File: src/rtl/datapath_seq.sv
// datapath_seq: parametrised single-bus CPU datapath with an on-chip T-state sequencer.
//   NREGS x W register file, Y, Z (2W), HI and LO, one shared bus with an encoded source
//   select, and an iterative shift-add multiplier. One ALU op runs per start/done handshake.
// Ports:
//   clk, clr                  clock and synchronous active-high reset (clr aborts a running op)
//   start, op, ra, rb, rc     op request, sampled only in IDLE; operands latched at capture
//   busy, done, err           sequencer status; done/err are one-cycle pulses
//   wr_en, wr_addr, wr_data   external register load, honoured only in IDLE
//   rd_addr, rd_data          combinational debug read of R[rd_addr]
//   hi_out, lo_out, z_out     HI, LO and Z registers
// Build option: define R0_ZERO_EN to hardwire R0 to zero (all writes to R0 dropped).
module datapath_seq #(
  parameter int unsigned W = 32,
  parameter int unsigned NREGS = 16,
  localparam int unsigned AW = $clog2(NREGS)
) (
  input  logic            clk,
  input  logic            clr,
  input  logic            start,
  input  logic [3:0]      op,
  input  logic [AW-1:0]   ra,
  input  logic [AW-1:0]   rb,
  input  logic [AW-1:0]   rc,
  output logic            busy,
  output logic            done,
  output logic            err,
  input  logic            wr_en,
  input  logic [AW-1:0]   wr_addr,
  input  logic [W-1:0]    wr_data,
  input  logic [AW-1:0]   rd_addr,
  output logic [W-1:0]    rd_data,
  output logic [W-1:0]    hi_out,
  output logic [W-1:0]    lo_out,
  output logic [2*W-1:0]  z_out
);

  localparam int unsigned SW = $clog2(W);
  localparam int unsigned CW = $clog2(W) + 1;

  localparam logic [3:0] OpMul  = 4'd8;
  localparam logic [3:0] OpMfhi = 4'd9;
  localparam logic [3:0] OpMflo = 4'd10;

  typedef enum logic [2:0] {StIdle, StT1, StT2, StTm, StT3, StDone} state_e;
  typedef enum logic [1:0] {BusReg, BusHi, BusLo, BusZlo} bus_sel_e;

  state_e            state_q, state_d;
  logic [3:0]        op_q, op_d;
  logic [AW-1:0]     ra_q, ra_d, rb_q, rb_d, rc_q, rc_d;
  logic [W-1:0]      y_q, y_d, hi_q, hi_d, lo_q, lo_d, mq_q, mq_d;
  logic [2*W-1:0]    z_q, z_d;
  logic [CW-1:0]     cnt_q, cnt_d;
  logic [W-1:0]      regs_q [NREGS];
  logic [W-1:0]      regs_d [NREGS];
  logic              busy_q, done_q, err_q;

  bus_sel_e          bus_sel;
  logic [AW-1:0]     bus_idx;
  logic [W-1:0]      bus;
  logic [W-1:0]      alu;
  logic [W:0]        acc_sum;
  logic              illegal;
  logic              rf_we, rf_keep;
  logic [AW-1:0]     rf_waddr;
  logic [W-1:0]      rf_wdata;

  assign illegal = (op_q > OpMflo);

  // Bus source depends only on registered state, so the bus never loops through next-state logic.
  always_comb begin
    bus_sel = BusReg;
    bus_idx = rb_q;
    case (state_q)
      StT2: bus_idx = rc_q;
      StT3: begin
        if (op_q == OpMfhi) begin
          bus_sel = BusHi;
        end else if (op_q == OpMflo) begin
          bus_sel = BusLo;
        end else begin
          bus_sel = BusZlo;
        end
      end
      default: ;
    endcase
  end

  always_comb begin
    bus = '0;
    case (bus_sel)
      BusReg:  bus = regs_q[bus_idx];
      BusHi:   bus = hi_q;
      BusLo:   bus = lo_q;
      BusZlo:  bus = z_q[W-1:0];
      default: bus = '0;
    endcase
  end

  // A comes from Y, B straight off the bus.
  always_comb begin
    alu = '0;
    case (op_q)
      4'd0:    alu = y_q + bus;
      4'd1:    alu = y_q - bus;
      4'd2:    alu = y_q & bus;
      4'd3:    alu = y_q | bus;
      4'd4:    alu = y_q << bus[SW-1:0];
      4'd5:    alu = y_q >> bus[SW-1:0];
      4'd6:    alu = ~bus;
      4'd7:    alu = '0 - bus;
      default: alu = '0;
    endcase
  end

  // Right-shifting shift-add: add the multiplicand into the upper half, then shift Z right.
  assign acc_sum = {1'b0, z_q[2*W-1:W]} + {1'b0, (mq_q[0] ? y_q : {W{1'b0}})};

  always_comb begin
    state_d  = state_q;
    op_d     = op_q;
    ra_d     = ra_q;
    rb_d     = rb_q;
    rc_d     = rc_q;
    y_d      = y_q;
    z_d      = z_q;
    hi_d     = hi_q;
    lo_d     = lo_q;
    mq_d     = mq_q;
    cnt_d    = cnt_q;
    regs_d   = regs_q;
    rf_we    = 1'b0;
    rf_waddr = ra_q;
    rf_wdata = bus;
    case (state_q)
      StIdle: begin
        if (wr_en) begin
          rf_we    = 1'b1;
          rf_waddr = wr_addr;
          rf_wdata = wr_data;
        end
        if (start) begin
          op_d    = op;
          ra_d    = ra;
          rb_d    = rb;
          rc_d    = rc;
          state_d = StT1;
        end
      end
      StT1: begin
        y_d     = bus;
        state_d = StT2;
      end
      StT2: begin
        if (op_q == OpMul) begin
          mq_d    = bus;
          cnt_d   = CW'(W);
          z_d     = '0;
          state_d = StTm;
        end else begin
          z_d     = {{W{1'b0}}, alu};
          state_d = StT3;
        end
      end
      StTm: begin
        z_d   = {acc_sum, z_q[W-1:1]};
        mq_d  = mq_q >> 1;
        cnt_d = cnt_q - 1'b1;
        if (cnt_q == CW'(1)) begin
          state_d = StT3;
        end
      end
      StT3: begin
        if (op_q == OpMul) begin
          hi_d = z_q[2*W-1:W];
          lo_d = z_q[W-1:0];
        end else if (!illegal) begin
          rf_we = 1'b1;
        end
        state_d = StDone;
      end
      StDone: state_d = StIdle;
      default: state_d = StIdle;
    endcase

    rf_keep = 1'b1;
`ifdef R0_ZERO_EN
    rf_keep = (rf_waddr != '0);
`else
    rf_keep = 1'b1;
`endif
    if (rf_we && rf_keep) begin
      regs_d[rf_waddr] = rf_wdata;
    end
  end

  always_ff @(posedge clk) begin
    if (clr) begin
      state_q <= StIdle;
      op_q    <= '0;
      ra_q    <= '0;
      rb_q    <= '0;
      rc_q    <= '0;
      y_q     <= '0;
      z_q     <= '0;
      hi_q    <= '0;
      lo_q    <= '0;
      mq_q    <= '0;
      cnt_q   <= '0;
      busy_q  <= 1'b0;
      done_q  <= 1'b0;
      err_q   <= 1'b0;
      for (int i = 0; i < NREGS; i++) begin
        regs_q[i] <= '0;
      end
    end else begin
      state_q <= state_d;
      op_q    <= op_d;
      ra_q    <= ra_d;
      rb_q    <= rb_d;
      rc_q    <= rc_d;
      y_q     <= y_d;
      z_q     <= z_d;
      hi_q    <= hi_d;
      lo_q    <= lo_d;
      mq_q    <= mq_d;
      cnt_q   <= cnt_d;
      regs_q  <= regs_d;
      busy_q  <= (state_d != StIdle);
      done_q  <= (state_d == StDone);
      err_q   <= (state_d == StDone) && illegal;
    end
  end

  // R0 is never written when R0_ZERO_EN is set, so it reads back as its reset value of zero.
  always_comb begin
    rd_data = regs_q[rd_addr];
  end

  assign busy   = busy_q;
  assign done   = done_q;
  assign err    = err_q;
  assign hi_out = hi_q;
  assign lo_out = lo_q;
  assign z_out  = z_q;

endmodule

File: config.mk
export PLATFORM = sky130hd
export DESIGN_NAME = datapath_seq
export DESIGN_NICKNAME = d
export VERILOG_FILES = /design/src/rtl/datapath_seq.sv
export SDC_FILE = /design/constraint.sdc
export NUM_CORES = 2
export LEC_CHECK = 0
export ABC_CLOCK_PERIOD_IN_PS = 15210
export CAP_MARGIN = 5
export CORE_ASPECT_RATIO = 0.8
export CORE_UTILIZATION = 35
export CTS_BUF_LIST = sky130_fd_sc_hd__clkbuf_8
export DETAILED_ROUTE_END_ITERATION = 12
export PLACE_DENSITY = 0.61
export SETUP_SLACK_MARGIN = 0.15
export SLEW_MARGIN = 20
export SYNTH_ARGS = -nofsm -noshare
export SYNTH_HDL_FRONTEND = slang
export SYNTH_SLANG_ARGS = --single-unit
File: constraint.sdc
create_clock -name clk -period 15.21 [get_ports clk]
set_clock_uncertainty 0.1 [all_clocks]
set_input_delay 4.563 -clock clk [delete_from_list [all_inputs] [get_ports clk]]
set_output_delay 4.563 -clock clk [all_outputs]
set_load 0.005 [all_outputs]
==> results.cfg <==
[outcome]
run_status = finished clean

[setup_path]
r2r_setup_slack_ns = 6.08
arrival_ns = 7.55
r2r_cells = 22
start_kind = input pin
path_buf_inv = 3
required_ns = 10.55
path_cells = clkbuf_8 -> buf_4 -> mux4_2 -> mux4_2 -> clkdlybuf4s50_1
critical_path_class = input pin to primary output
cp_slowest_cell = clkbuf_8
path_common_cell = mux4_2
end_kind = primary output
worstReg2RegEnd = z_out[23]
path_max_fanout = 72
cp_slowest_stage_delay_ns = 0.70
rr_startpoint = state_q[2]
path_delay_family = buffers and inverters

[timing]
maxSlewHeadroom = 0.1588
fin_setup_tns_ns = 0
fin_crit_ns = 12.21
rsz0062_at_grt = false
fmax_ghz = 0.08190
slew_violations = 0
setup_violations = 0
fin_crit_sh = 0.8028
worst_pin_slew_ns = 1.259
hold_viol_final = 0

[logic_synthesis]
synth_top_flop_cell = dfxtp_1
synth.area.top_cells = dfxtp_1 (32%), nand2_1 (8.9%), mux4_2 (8.2%)
synth_seq_cells = 732
yosys.area.top_type = dfxtp_1
synth-seq-area-share = 0.3183
syn-instance-count = 5870
async_flop_share = 0
synth.distinct_cells = 100
yosysTopAreaCellShare = 0.3183
synth_area_um2 = 46040
syn_area_per_cell_um2 = 7.843
synth_edf_count = 0
synth_nets = 6047
ys_warn_count = 0

[global_routing]
grt_pass1_vias = 42930
grt_use_total = 0.3008
antenna_found_initial = 7
grt_pass1_wl_um = 301900
overflow = 0
grt_max_degree = 219

[detailed_routing]
via_per_inst = 6.192
drt-initial-drc-count = 6905
routed_wl_um = 208800
ant_nets = 0
drcViolationCount = 0
route.vias.total = 47430
wl_per_cell_um = 27.25
drt_first_pass_iters = 6

[flow_run]
drv_cap = 0

[place]
placed_cells = 7448
dpl.hpwl_um = 138600
gp_congestion = 1.036
port_buffers = 222

[die]
fp.coreArea_um2 = 129900
dieHeight_um = 326.4
die_area_um2 = 133000
ios = 223
die_w_um = 407.5
core.rowCount = 118
initial_core_util = 0.3544

[finish]
area_growth_syn_to_layout_pct = 13.39
finalNonFillerCells = 7660
nets = 6006
drive_gt1_frac = 0.1075

[power_and_ir_drop]
p_per_area_nw_per_um2 = 107.7
peakVddDrop_mv = 0.07382
power.leakage_nw = 18.37

[cts]
post_cts_buffers = 0
cts_tree = built
root_buffer = clkbuf_8
hold_buffers = 0
ctsResizeCount = 0
cts_sinks = 732
clkLatencyLatePin_ns = 0.89
clkTransAtPathRegs_ns = 0.06
clockBufferDepth = 3
cts_made_buffers = 119
htreeDepth = 3

[hold_path]
hold_path_end = regs_q[432]
holdPathStages = 2
worstHoldStart = regs_q[432]
hold_path.class = flop to flop
-- metal layers --
metal | track usage | up-vias | wire, um
met5 | 0 | - | 39
met4 | 0.1222 | 6 | 9255
met3 | 0.09126 | 482 | 26360
met2 | 0.4126 | 2983 | 82950
met1 | 0.4325 | 22830 | 90160
li1 | - | 21130 | -
-- tightest hold or removal path, cell delays in order (launching register included) --
cell	delay, ns
dfxtp_1	0.32
nand2_1	0.05
a21oi_1	0.05
-- report_power, final --
group | switching [mW] | total (mW) | internal [mW]
Combinational | 1.17 | 1.70 | 0.531
Sequential | 0.0690 | 2.03 | 1.97
Clock | 0.902 | 1.89 | 0.985
-- synthesized netlist by cell type, types with 19 or more instances --
library cell	n
buf_2	61
inv_1	111
and3_1	45
dfxtp_1	732
mux4_2	167
nor2_1	626
a21oi_1	568
o21ai_0	138
a22oi_1	71
nand2_1	1087
nand2b_1	20
nand4_1	21
mux2i_1	197
or3_1	19
nand3_1	244
a311oi_1	36
xor2_1	28
mux2_2	40
a31oi_1	47
buf_1	65
ha_1	114
a221oi_1	41
and2_1	62
xnor2_1	46
a21o_1	56
o211ai_1	34
clkbuf_1	384
a211oi_1	411
nor3_1	45
-- layout by cell type, fill, tap and decap left out, types with 18 or more instances in the layout --
| cell type | count |
|---|---|
| a211oi_1 | 411 |
| a21o_1 | 53 |
| a21oi_1 | 565 |
| a221oi_1 | 41 |
| a22oi_1 | 71 |
| a311oi_1 | 36 |
| a31oi_1 | 47 |
| and2_1 | 45 |
| and3_1 | 43 |
| buf_4 | 143 |
| clkbuf_8 | 146 |
| clkdlybuf4s50_1 | 217 |
| dfxtp_1 | 731 |
| ha_1 | 114 |
| inv_1 | 143 |
| mux2_2 | 40 |
| mux2i_1 | 194 |
| mux4_2 | 167 |
| nand2_1 | 1083 |
| nand2b_1 | 19 |
| nand3_1 | 244 |
| nand3b_1 | 18 |
| nand4_1 | 21 |
| nor2_1 | 621 |
| nor3_1 | 43 |
| o211ai_1 | 34 |
| o21ai_0 | 138 |
| o21bai_1 | 18 |
| or3_1 | 19 |
| xnor2_1 | 46 |
| xor2_1 | 28 |
-- final cells by class --
type	instances	area, um^2
Fill cell	13170	77720
Multi-Input combinational cell	4493	29040
Sequential cell	732	14660
Timing Repair Buffer	368	3356
Tap cell	1740	2177
Clock buffer	145	1996
Clock inverter	62	531.8
Inverter	115	432.9
Antenna cell	5	12.51
-- how the worst max path moves through the flow --
stage | startpoint | end | depth (start not counted)
detailed placement | rd_addr[0] | rd_data[23] | 5
global route | rd_addr[0] | rd_data[22] | 5
global placement | rd_addr[0] | rd_data[23] | 5
finish | rd_addr[0] | rd_data[23] | 5
CTS | rd_addr[0] | rd_data[23] | 5
floorplan | rd_addr[0] | rd_data[11] | 4
-- cell families after synthesis --
family	after synthesis	share of synthesized area
AOI/OAI and AO/OA	1644	0.2371
xor gates and xnor gates	74	0.01408
adders and majority gates	117	0.03229
buffers and inverters	645	0.05631
DFF	732	0.3183
muxes	404	0.1343
and+or+nand+nor	2254	0.2076
-- per-stage QoR --
step / power (mW) / setup slack (ns) / instance area (um^2) / utilization / hold slack (ns)
2_1_floorplan: 3.096 / 3.912 / 46040 / - / 0.3318
3_3_place_gp: 3.682 / 2.993 / 49630 / 0.3820 / 0.3553
3_5_place_dp: 3.692 / 2.944 / 49640 / 0.3821 / 0.3609
4_1_cts: 5.564 / 2.941 / 52170 / 0.4015 / 0.3699
5_1_grt: 5.805 / 2.763 / 52200 / 0.4018 / 0.3939
6_report: 5.621 / 3.000 / 52200 / 0.4018 / 0.3706
-- registers in the layout, summed over array words and instances, names as in the netlist, 6 cells and up --
signal	flops
regs_q	512
lo_out	32
mq_q	32
y_q	32
z_out	64
cnt_q	6
hi_out	32
No activity file was read; power rests on OpenSTA's default activity.
